<file path="src/rtl/fault_fsm_pkg.sv">
// -----------------------------------------------------------------------------
// fault_fsm_pkg
//   Shared types for the power-stage fault supervisor.
//   - state_e    : supervisor state encoding (NORMAL, WARNING, FAULT, SHUTDOWN)
//   - fault_id_e : dominant-fault identifiers reported on active_fault_id
//   Optional feature macro used by the supervisor: FAULT_FSM_AUTO_RECOVER_EN
// -----------------------------------------------------------------------------
package fault_fsm_pkg;

    typedef enum logic [1:0] {
        NORMAL   = 2'd0,
        WARNING  = 2'd1,
        FAULT    = 2'd2,
        SHUTDOWN = 2'd3
    } state_e;

    typedef enum logic [2:0] {
        ID_NONE = 3'd0,
        ID_UV   = 3'd1,
        ID_OV   = 3'd2,
        ID_OT   = 3'd3,
        ID_UC   = 3'd4
    } fault_id_e;

endpackage : fault_fsm_pkg

</file>
<file path="src/rtl/fault_fsm_if.sv">
// -----------------------------------------------------------------------------
// fault_fsm_if
//   Bundle of all non-clock signals of the fault supervisor.
//   Parameter CNT_W : width of each persistence counter.
//   master modport (comparator/control side):
//     drives  ov, uv, ot, uc, mask_ov/uv/ot/uc, clear_warning
//     reads   state, warn, fault, shutdown, active_fault_id, cnt_uv/ov/ot/uc
//   slave modport (supervisor side): the mirror image.
// -----------------------------------------------------------------------------
interface fault_fsm_if #(
    parameter int CNT_W = 8
);
    import fault_fsm_pkg::*;

    // Raw comparator flags and per-channel masks (1 = ignore channel)
    logic ov;
    logic uv;
    logic ot;
    logic uc;
    logic mask_ov;
    logic mask_uv;
    logic mask_ot;
    logic mask_uc;
    logic clear_warning;

    // Status / telemetry
    state_e            state;
    logic              warn;
    logic              fault;
    logic              shutdown;
    fault_id_e         active_fault_id;
    logic [CNT_W-1:0]  cnt_uv;
    logic [CNT_W-1:0]  cnt_ov;
    logic [CNT_W-1:0]  cnt_ot;
    logic [CNT_W-1:0]  cnt_uc;

    modport master (
        output ov, uv, ot, uc,
        output mask_ov, mask_uv, mask_ot, mask_uc,
        output clear_warning,
        input  state, warn, fault, shutdown, active_fault_id,
        input  cnt_uv, cnt_ov, cnt_ot, cnt_uc
    );

    modport slave (
        input  ov, uv, ot, uc,
        input  mask_ov, mask_uv, mask_ot, mask_uc,
        input  clear_warning,
        output state, warn, fault, shutdown, active_fault_id,
        output cnt_uv, cnt_ov, cnt_ot, cnt_uc
    );

endinterface : fault_fsm_if

</file>
<file path="src/rtl/fault_debounce.sv">
// -----------------------------------------------------------------------------
// fault_debounce
//   One persistence counter. Counts consecutive clock edges on which the
//   (already masked) fault flag is high, saturating at all-ones, and clears
//   to zero on the first edge the flag is low.
//   Ports:
//     clk   in  1      clock, rising edge
//     rst   in  1      synchronous active-high reset
//     flag  in  1      effective (masked) fault flag
//     cnt   out CNT_W  persistence count
// -----------------------------------------------------------------------------
module fault_debounce #(
    parameter int CNT_W = 8
) (
    input  logic             clk,
    input  logic             rst,
    input  logic             flag,
    output logic [CNT_W-1:0] cnt
);

    localparam logic [CNT_W-1:0] CNT_MAX = '1;

    // NOTE: sequential state is written with non-blocking assignments so every
    // register samples pre-edge values regardless of process ordering.
    always_ff @(posedge clk) begin
        if (rst) begin
            cnt <= '0;
        end else if (!flag) begin
            cnt <= '0;
        end else if (cnt != CNT_MAX) begin
            cnt <= cnt + CNT_W'(1);
        end
    end

endmodule : fault_debounce

</file>
<file path="src/rtl/fault_fsm.sv">
// -----------------------------------------------------------------------------
// fault_fsm
//   Power-stage fault supervisor. Debounces OV/UV/OT/UC with persistence
//   counters and escalates NORMAL -> WARNING -> FAULT -> SHUTDOWN.
//   Ports:
//     clk   in  1   clock, rising edge
//     rst   in  1   synchronous active-high reset
//     bus   fault_fsm_if.slave : flags, masks, clear_warning in;
//                                state, warn/fault/shutdown, active_fault_id,
//                                cnt_uv/ov/ot/uc out
//   Parameters: CNT_W, WARN_TH, FAULT_TH, SHUTDOWN_TH
//     (legal only if 0 < WARN_TH < FAULT_TH < SHUTDOWN_TH <= 2**CNT_W-1)
//   Optional feature: define FAULT_FSM_AUTO_RECOVER_EN to let WARNING fall
//   back to NORMAL without clear_warning once every counter is zero.
// -----------------------------------------------------------------------------
module fault_fsm
    import fault_fsm_pkg::*;
#(
    parameter int CNT_W       = 8,
    parameter int WARN_TH     = 4,
    parameter int FAULT_TH    = 16,
    parameter int SHUTDOWN_TH = 32
) (
    input logic        clk,
    input logic        rst,
    fault_fsm_if.slave bus
);

    localparam logic [CNT_W-1:0] WARN_C     = CNT_W'(WARN_TH);
    localparam logic [CNT_W-1:0] FAULT_C    = CNT_W'(FAULT_TH);
    localparam logic [CNT_W-1:0] SHUTDOWN_C = CNT_W'(SHUTDOWN_TH);

    // ---------------------------------------------------------------- counters
    logic eff_uv, eff_ov, eff_ot, eff_uc;
    logic [CNT_W-1:0] cnt_uv, cnt_ov, cnt_ot, cnt_uc;

    assign eff_uv = bus.uv & ~bus.mask_uv;
    assign eff_ov = bus.ov & ~bus.mask_ov;
    assign eff_ot = bus.ot & ~bus.mask_ot;
    assign eff_uc = bus.uc & ~bus.mask_uc;

    fault_debounce #(.CNT_W(CNT_W)) u_deb_uv (.clk(clk), .rst(rst), .flag(eff_uv), .cnt(cnt_uv));
    fault_debounce #(.CNT_W(CNT_W)) u_deb_ov (.clk(clk), .rst(rst), .flag(eff_ov), .cnt(cnt_ov));
    fault_debounce #(.CNT_W(CNT_W)) u_deb_ot (.clk(clk), .rst(rst), .flag(eff_ot), .cnt(cnt_ot));
    fault_debounce #(.CNT_W(CNT_W)) u_deb_uc (.clk(clk), .rst(rst), .flag(eff_uc), .cnt(cnt_uc));

    // ------------------------------------------------------ dominant channel
    logic [CNT_W-1:0] max_cnt;
    fault_id_e        dom_id;

    // Channels are visited in tie-priority order (OT, OV, UV, UC); a later
    // channel only takes over on a strictly larger count, so ties keep the
    // higher-priority channel.
    // NOTE: blocking assignments are right here: each comparison must see
    // the max_cnt already updated by the previous one.
    always_comb begin
        max_cnt = cnt_ot;
        dom_id  = ID_OT;
        if (cnt_ov > max_cnt) begin
            max_cnt = cnt_ov;
            dom_id  = ID_OV;
        end
        if (cnt_uv > max_cnt) begin
            max_cnt = cnt_uv;
            dom_id  = ID_UV;
        end
        if (cnt_uc > max_cnt) begin
            max_cnt = cnt_uc;
            dom_id  = ID_UC;
        end
        if (max_cnt == '0) begin
            dom_id = ID_NONE;
        end
    end

    // ----------------------------------------------------------- state machine
    state_e    state_q, state_d;
    fault_id_e id_q, id_d;

    always_ff @(posedge clk) begin
        if (rst) begin
            state_q <= NORMAL;
            id_q    <= ID_NONE;
        end else begin
            state_q <= state_d;
            id_q    <= id_d;
        end
    end

    // Escalation is tested first in every state so it wins over an operator
    // acknowledge arriving in the same cycle; each state only steps to its
    // neighbour, so NORMAL can never reach FAULT in one edge.
    // NOTE: every output of this block gets a default first, so no path
    // leaves one unassigned and no latch is inferred.
    always_comb begin
        state_d = state_q;
        id_d    = id_q;
        unique case (state_q)
            NORMAL: begin
                if (max_cnt >= WARN_C) begin
                    state_d = WARNING;
                    id_d    = dom_id;
                end
            end
            WARNING: begin
                if (max_cnt >= FAULT_C) begin
                    state_d = FAULT;
                    id_d    = dom_id;
                end else if (bus.clear_warning && (max_cnt < WARN_C)) begin
                    state_d = NORMAL;
                    id_d    = ID_NONE;
                end
`ifdef FAULT_FSM_AUTO_RECOVER_EN
                else if (max_cnt == '0) begin
                    state_d = NORMAL;
                    id_d    = ID_NONE;
                end
`else
                else begin
                    state_d = WARNING;
                end
`endif
            end
            FAULT: begin
                if (max_cnt >= SHUTDOWN_C) begin
                    state_d = SHUTDOWN;
                    id_d    = dom_id;
                end else if (bus.clear_warning && (max_cnt == '0)) begin
                    state_d = NORMAL;
                    id_d    = ID_NONE;
                end
            end
            SHUTDOWN: begin
                // Latched until rst; active_fault_id stays frozen.
                state_d = SHUTDOWN;
            end
            default: begin
                state_d = state_q;
            end
        endcase
    end

    // ---------------------------------------------------------------- outputs
    assign bus.state           = state_q;
    assign bus.warn            = (state_q == WARNING);
    assign bus.fault           = (state_q == FAULT);
    assign bus.shutdown        = (state_q == SHUTDOWN);
    assign bus.active_fault_id = id_q;
    assign bus.cnt_uv          = cnt_uv;
    assign bus.cnt_ov          = cnt_ov;
    assign bus.cnt_ot          = cnt_ot;
    assign bus.cnt_uc          = cnt_uc;

endmodule : fault_fsm

</file>
<file path="src/flat_wrapper.sv">
// flat-port wrapper written by rule: the top's interface ports become plain ports
module fault_fsm_flat import fault_fsm_pkg::*;
#(
    parameter int CNT_W       = 8,
    parameter int WARN_TH     = 4,
    parameter int FAULT_TH    = 16,
    parameter int SHUTDOWN_TH = 32
)
  (clk, rst, bus_ov, bus_uv, bus_ot, bus_uc, bus_mask_ov, bus_mask_uv, bus_mask_ot, bus_mask_uc, bus_clear_warning, bus_state, bus_warn, bus_fault, bus_shutdown, bus_active_fault_id, bus_cnt_uv, bus_cnt_ov, bus_cnt_ot, bus_cnt_uc);
  fault_fsm_if #(.CNT_W(CNT_W)) bus_i ();
  input logic clk;
  input logic rst;
  input wire logic [$bits(bus_i.ov)-1:0] bus_ov;
  input wire logic [$bits(bus_i.uv)-1:0] bus_uv;
  input wire logic [$bits(bus_i.ot)-1:0] bus_ot;
  input wire logic [$bits(bus_i.uc)-1:0] bus_uc;
  input wire logic [$bits(bus_i.mask_ov)-1:0] bus_mask_ov;
  input wire logic [$bits(bus_i.mask_uv)-1:0] bus_mask_uv;
  input wire logic [$bits(bus_i.mask_ot)-1:0] bus_mask_ot;
  input wire logic [$bits(bus_i.mask_uc)-1:0] bus_mask_uc;
  input wire logic [$bits(bus_i.clear_warning)-1:0] bus_clear_warning;
  output wire logic [$bits(bus_i.state)-1:0] bus_state;
  output wire logic [$bits(bus_i.warn)-1:0] bus_warn;
  output wire logic [$bits(bus_i.fault)-1:0] bus_fault;
  output wire logic [$bits(bus_i.shutdown)-1:0] bus_shutdown;
  output wire logic [$bits(bus_i.active_fault_id)-1:0] bus_active_fault_id;
  output wire logic [$bits(bus_i.cnt_uv)-1:0] bus_cnt_uv;
  output wire logic [$bits(bus_i.cnt_ov)-1:0] bus_cnt_ov;
  output wire logic [$bits(bus_i.cnt_ot)-1:0] bus_cnt_ot;
  output wire logic [$bits(bus_i.cnt_uc)-1:0] bus_cnt_uc;
  assign bus_i.ov = bus_ov;
  assign bus_i.uv = bus_uv;
  assign bus_i.ot = bus_ot;
  assign bus_i.uc = bus_uc;
  assign bus_i.mask_ov = bus_mask_ov;
  assign bus_i.mask_uv = bus_mask_uv;
  assign bus_i.mask_ot = bus_mask_ot;
  assign bus_i.mask_uc = bus_mask_uc;
  assign bus_i.clear_warning = bus_clear_warning;
  assign bus_state = bus_i.state;
  assign bus_warn = bus_i.warn;
  assign bus_fault = bus_i.fault;
  assign bus_shutdown = bus_i.shutdown;
  assign bus_active_fault_id = bus_i.active_fault_id;
  assign bus_cnt_uv = bus_i.cnt_uv;
  assign bus_cnt_ov = bus_i.cnt_ov;
  assign bus_cnt_ot = bus_i.cnt_ot;
  assign bus_cnt_uc = bus_i.cnt_uc;
  fault_fsm #(.CNT_W(CNT_W), .WARN_TH(WARN_TH), .FAULT_TH(FAULT_TH), .SHUTDOWN_TH(SHUTDOWN_TH)) u_core (.clk(clk), .rst(rst), .bus(bus_i));
endmodule
</file>
<file path="config.mk">
export PLATFORM = sky130hd
export DESIGN_NAME = fault_fsm_flat
export DESIGN_NICKNAME = d
export VERILOG_FILES = /design/src/rtl/fault_fsm_pkg.sv /design/src/rtl/fault_fsm_if.sv /design/src/rtl/fault_debounce.sv /design/src/rtl/fault_fsm.sv /design/src/flat_wrapper.sv
export SDC_FILE = /design/constraint.sdc
export NUM_CORES = 1
export LEC_CHECK = 0
export CORE_ASPECT_RATIO = 1.1
export CORE_MARGIN = 8
export CORE_UTILIZATION = 43
export DETAILED_ROUTE_END_ITERATION = 6
export PLACE_DENSITY_LB_ADDON = 0.05
export SLEW_MARGIN = 20
export SYNTH_ARGS = -nofsm -noshare
export SYNTH_HDL_FRONTEND = slang
export SYNTH_HIERARCHICAL = 1
export SYNTH_SLANG_ARGS = --single-unit
</file>
<file path="constraint.sdc">
create_clock -name clk -period 6.2 [get_ports clk]
set_input_delay 1.24 -clock clk [delete_from_list [all_inputs] [get_ports clk]]
set_output_delay 1.24 -clock clk [all_outputs]
set_load 0.02 [all_outputs]
</file>
==> out/metrics.yaml <==
worst_setup_path:
  crit_required_ns: 6.38
  rrSetupSlack_ns: 0.44
  end_kind: "flip-flop"
  crit_path_start_kind: "flip-flop"
  cp.arrival_ns: 5.95
  reg2regPathDepth: 26
  crit_path_max_fanout: 13
  critPathKind: "reg -> reg"
power_and_ir_drop:
  vdd_drop_max_mv: 0.0909
  p_total_w: 0.000706
  p_leak_nw: 1.40
  powerDensity_nw_per_um2: 179
global_routing:
  grt_pass1_vias: 3035
  antenna_found_initial: 0
  grt_overflow: 0
  grt_pass1_wl_um: 14600
  grt_use_total_pct: 16.5
  grt_max_degree: 17
synth:
  async_flop_share_pct: 0
  syn_area_per_cell_um2: 8.45
  synth-seq-cells: 37
  ys_warn_count: 6
  syn_inst: 379
  netlist_area_um2: 3200
  synth_edf_count: 0
  synth_seq_area_share_pct: 23.1
  ys_types: 56
  synth_ff_type: "dfxtp_1"
  synthesis.nets: 423
floorplanning:
  io_pins: 51
  core_um2: 7350
  start_util_pct: 43.6
  die-area_um2: 10500
  row_count: 33
  fp.dieW_um: 98.3
  dieHeight_um: 107
place:
  dp_slack_ns: 0.183
  port_buffers: 50
  place.gp.congestion: 0.839
  dp_hpwl_um: 6470
drt:
  post_drt_wl_per_cell_um: 15.8
  drc: 0
  ant_nets: 0
  via_count: 3107
  drtIter0Drc: 130
  drtPass1Iterations: 4
  finalWirelength_um: 8400
  vias_per_cell: 5.85
clocking:
  clkLatencyLatePin_ns: 0.29
  cts_setup_buffers: 0
  cts_buffers: 5
  htreeDepth: 2
  cts_sinks: 37
  clockBufferDepth: 2
  clockRootBuffer: "clkbuf_8"
  clk_pin_slew_ns: 0.08
  cts_tree: "done"
finish:
  fin_nets: 487
  drive_above_1_share_pct: 14.6
  n_antenna_cell: 0
  synthToLayoutAreaGrowth_pct: 22.7
  final_cell_mix: "50 x clkdlybuf4s50_1, 36 x dfxtp_1, 33 x ha_1"
  final_common_cell: "clkdlybuf4s50_1"
  postLayoutCoreUtil_pct: 53.5
sta:
  setup_viol: 0
  slew_headroom_pct: 58.6
  skew_ns: 0.00557
  finalSetupTns_ns: 0
  max_freq_mhz: 174
  min_period_ns: 5.76
  layout_setup_ws_ns: 0.438
  worstMarginPinSlew_ns: 0.620
  drv_slew: 0
  hold_ws_ns: 0.478
  hold_viol: 0
  rsz0062_at_grt: "false"
  period_share_pct: 92.9
run_status:
  status: "complete, no violations"
flow_run:
  maxCapViolCount: 0
hold_path:
  min_path_type: "reg -> reg"
  holdPathStages: 2
[timing repair]
action | in CTS | in global routing
endpoints found under the hold margin | 0 | 0
hold buffers | 0 | 0
endpoints found under the setup margin | 0 | 5
gates resized for setup | 0 | 5
[cell usage after synthesis, drive strengths merged (2+ instances only)]
cell | n | share of area (%)
a21bo | 6 | 1.9
a41oi | 4 | 2.0
dfxtp | 37 | 23
o211ai | 4 | 1.2
nand4 | 9 | 1.8
mux2i | 10 | 3.1
nor4 | 5 | 1.4
o211a | 2 | 0.62
o21a | 5 | 1.2
nor3 | 29 | 4.5
nor2 | 20 | 2.3
a21o | 3 | 0.70
inv | 27 | 3.2
o21ai | 20 | 3.2
nand3 | 22 | 3.4
nor2b | 11 | 2.2
a21oi | 19 | 3.0
a2111o | 4 | 1.4
a211oi | 13 | 3.8
and3 | 8 | 1.7
and4 | 6 | 2.0
nand2b | 11 | 2.1
a31oi | 10 | 3.4
ha | 33 | 13
buf | 7 | 2.3
a21boi | 4 | 0.94
or2 | 2 | 0.39
nand2 | 27 | 3.4
and2 | 7 | 1.4
[critical path, stage by stage, from the launching register on]
cell	delay, ns
dfxtp_1	0.47
inv_1	0.08
ha_1	0.30
and4_4	0.25
nand2_2	0.09
nand2_2	0.19
and2_2	0.25
mux2i_2	0.26
ha_1	0.28
nor2b_2	0.16
o211ai_2	0.13
o2111a_2	0.29
or2_1	0.25
buf_4	0.20
a31oi_4	0.12
inv_1	0.08
ha_1	0.23
o21a_1	0.11
o21a_1	0.18
o21ai_1	0.27
nand2_2	0.09
buf_4	0.18
nor4_4	0.21
o2111ai_1	0.17
o211a_1	0.20
a211o_4	0.35
o31a_1	0.24
[layout make-up]
cell class / count / area [µm²]
fillers: 712 / 3420
well taps: 87 / 109
multi-input cells: 307 / 2290
clock buffers: 8 / 80.1
inverters: 27 / 101
flip-flops and latches: 37 / 742
repair buffers: 65 / 613
[metal layers]
layer	track usage, %	share of wire [%]
met1	20.6	46
met2	28.5	49
met3	2.75	3.8
met4	4.61	0.94
met5	0	0
[path summary, 6_finish.rpt]
check | startpoint | endpoint
max reg2reg | u_core/u_deb_ot/cnt[6] | u_core/bus.state[0]
max | u_core/u_deb_ot/cnt[6] | u_core/bus.state[0]
min reg2reg | u_core/bus.active_fault_id[1] | u_core/bus.active_fault_id[1]
min | u_core/bus.active_fault_id[1] | u_core/bus.active_fault_id[1]
[flip-flops by register name, summed over array words and instances, names as in the netlist]
name	count
u_core/u_deb_ot/cnt	8
u_core/bus.active_fault_id	3
u_core/u_deb_uc/cnt	8
u_core/u_deb_uv/cnt	8
u_core/bus.state	2
u_core/u_deb_ov/cnt	8
[power by group]
part / internal [W] / switching, W / leakage (nW)
logic: 0.000131 / 0.000146 / 1.06
clock network: 0.0000800 / 0.0000882 / 0.0395
registers: 0.000250 / 0.00000964 / 0.300
total: 0.000462 / 0.000244 / 1.40
[cells by family after synthesis]
logic type / Yosys count / synth area share (%)
buffers and inverters: 35 / 6.09
adders and majority gates: 33 / 12.9
and+or+nand+nor: 159 / 27.3
DFF: 37 / 23.1
AOI/OAI and AO/OA: 104 / 27.1
muxes: 11 / 3.48
[stage by stage]
stage	area, µm²	std cells
global route	3930	531
finish	3930	531
floorplan	3200	379
detailed placement	3830	523
CTS	3910	531
global placement	3830	523
(Power assumes the default switching activity.)
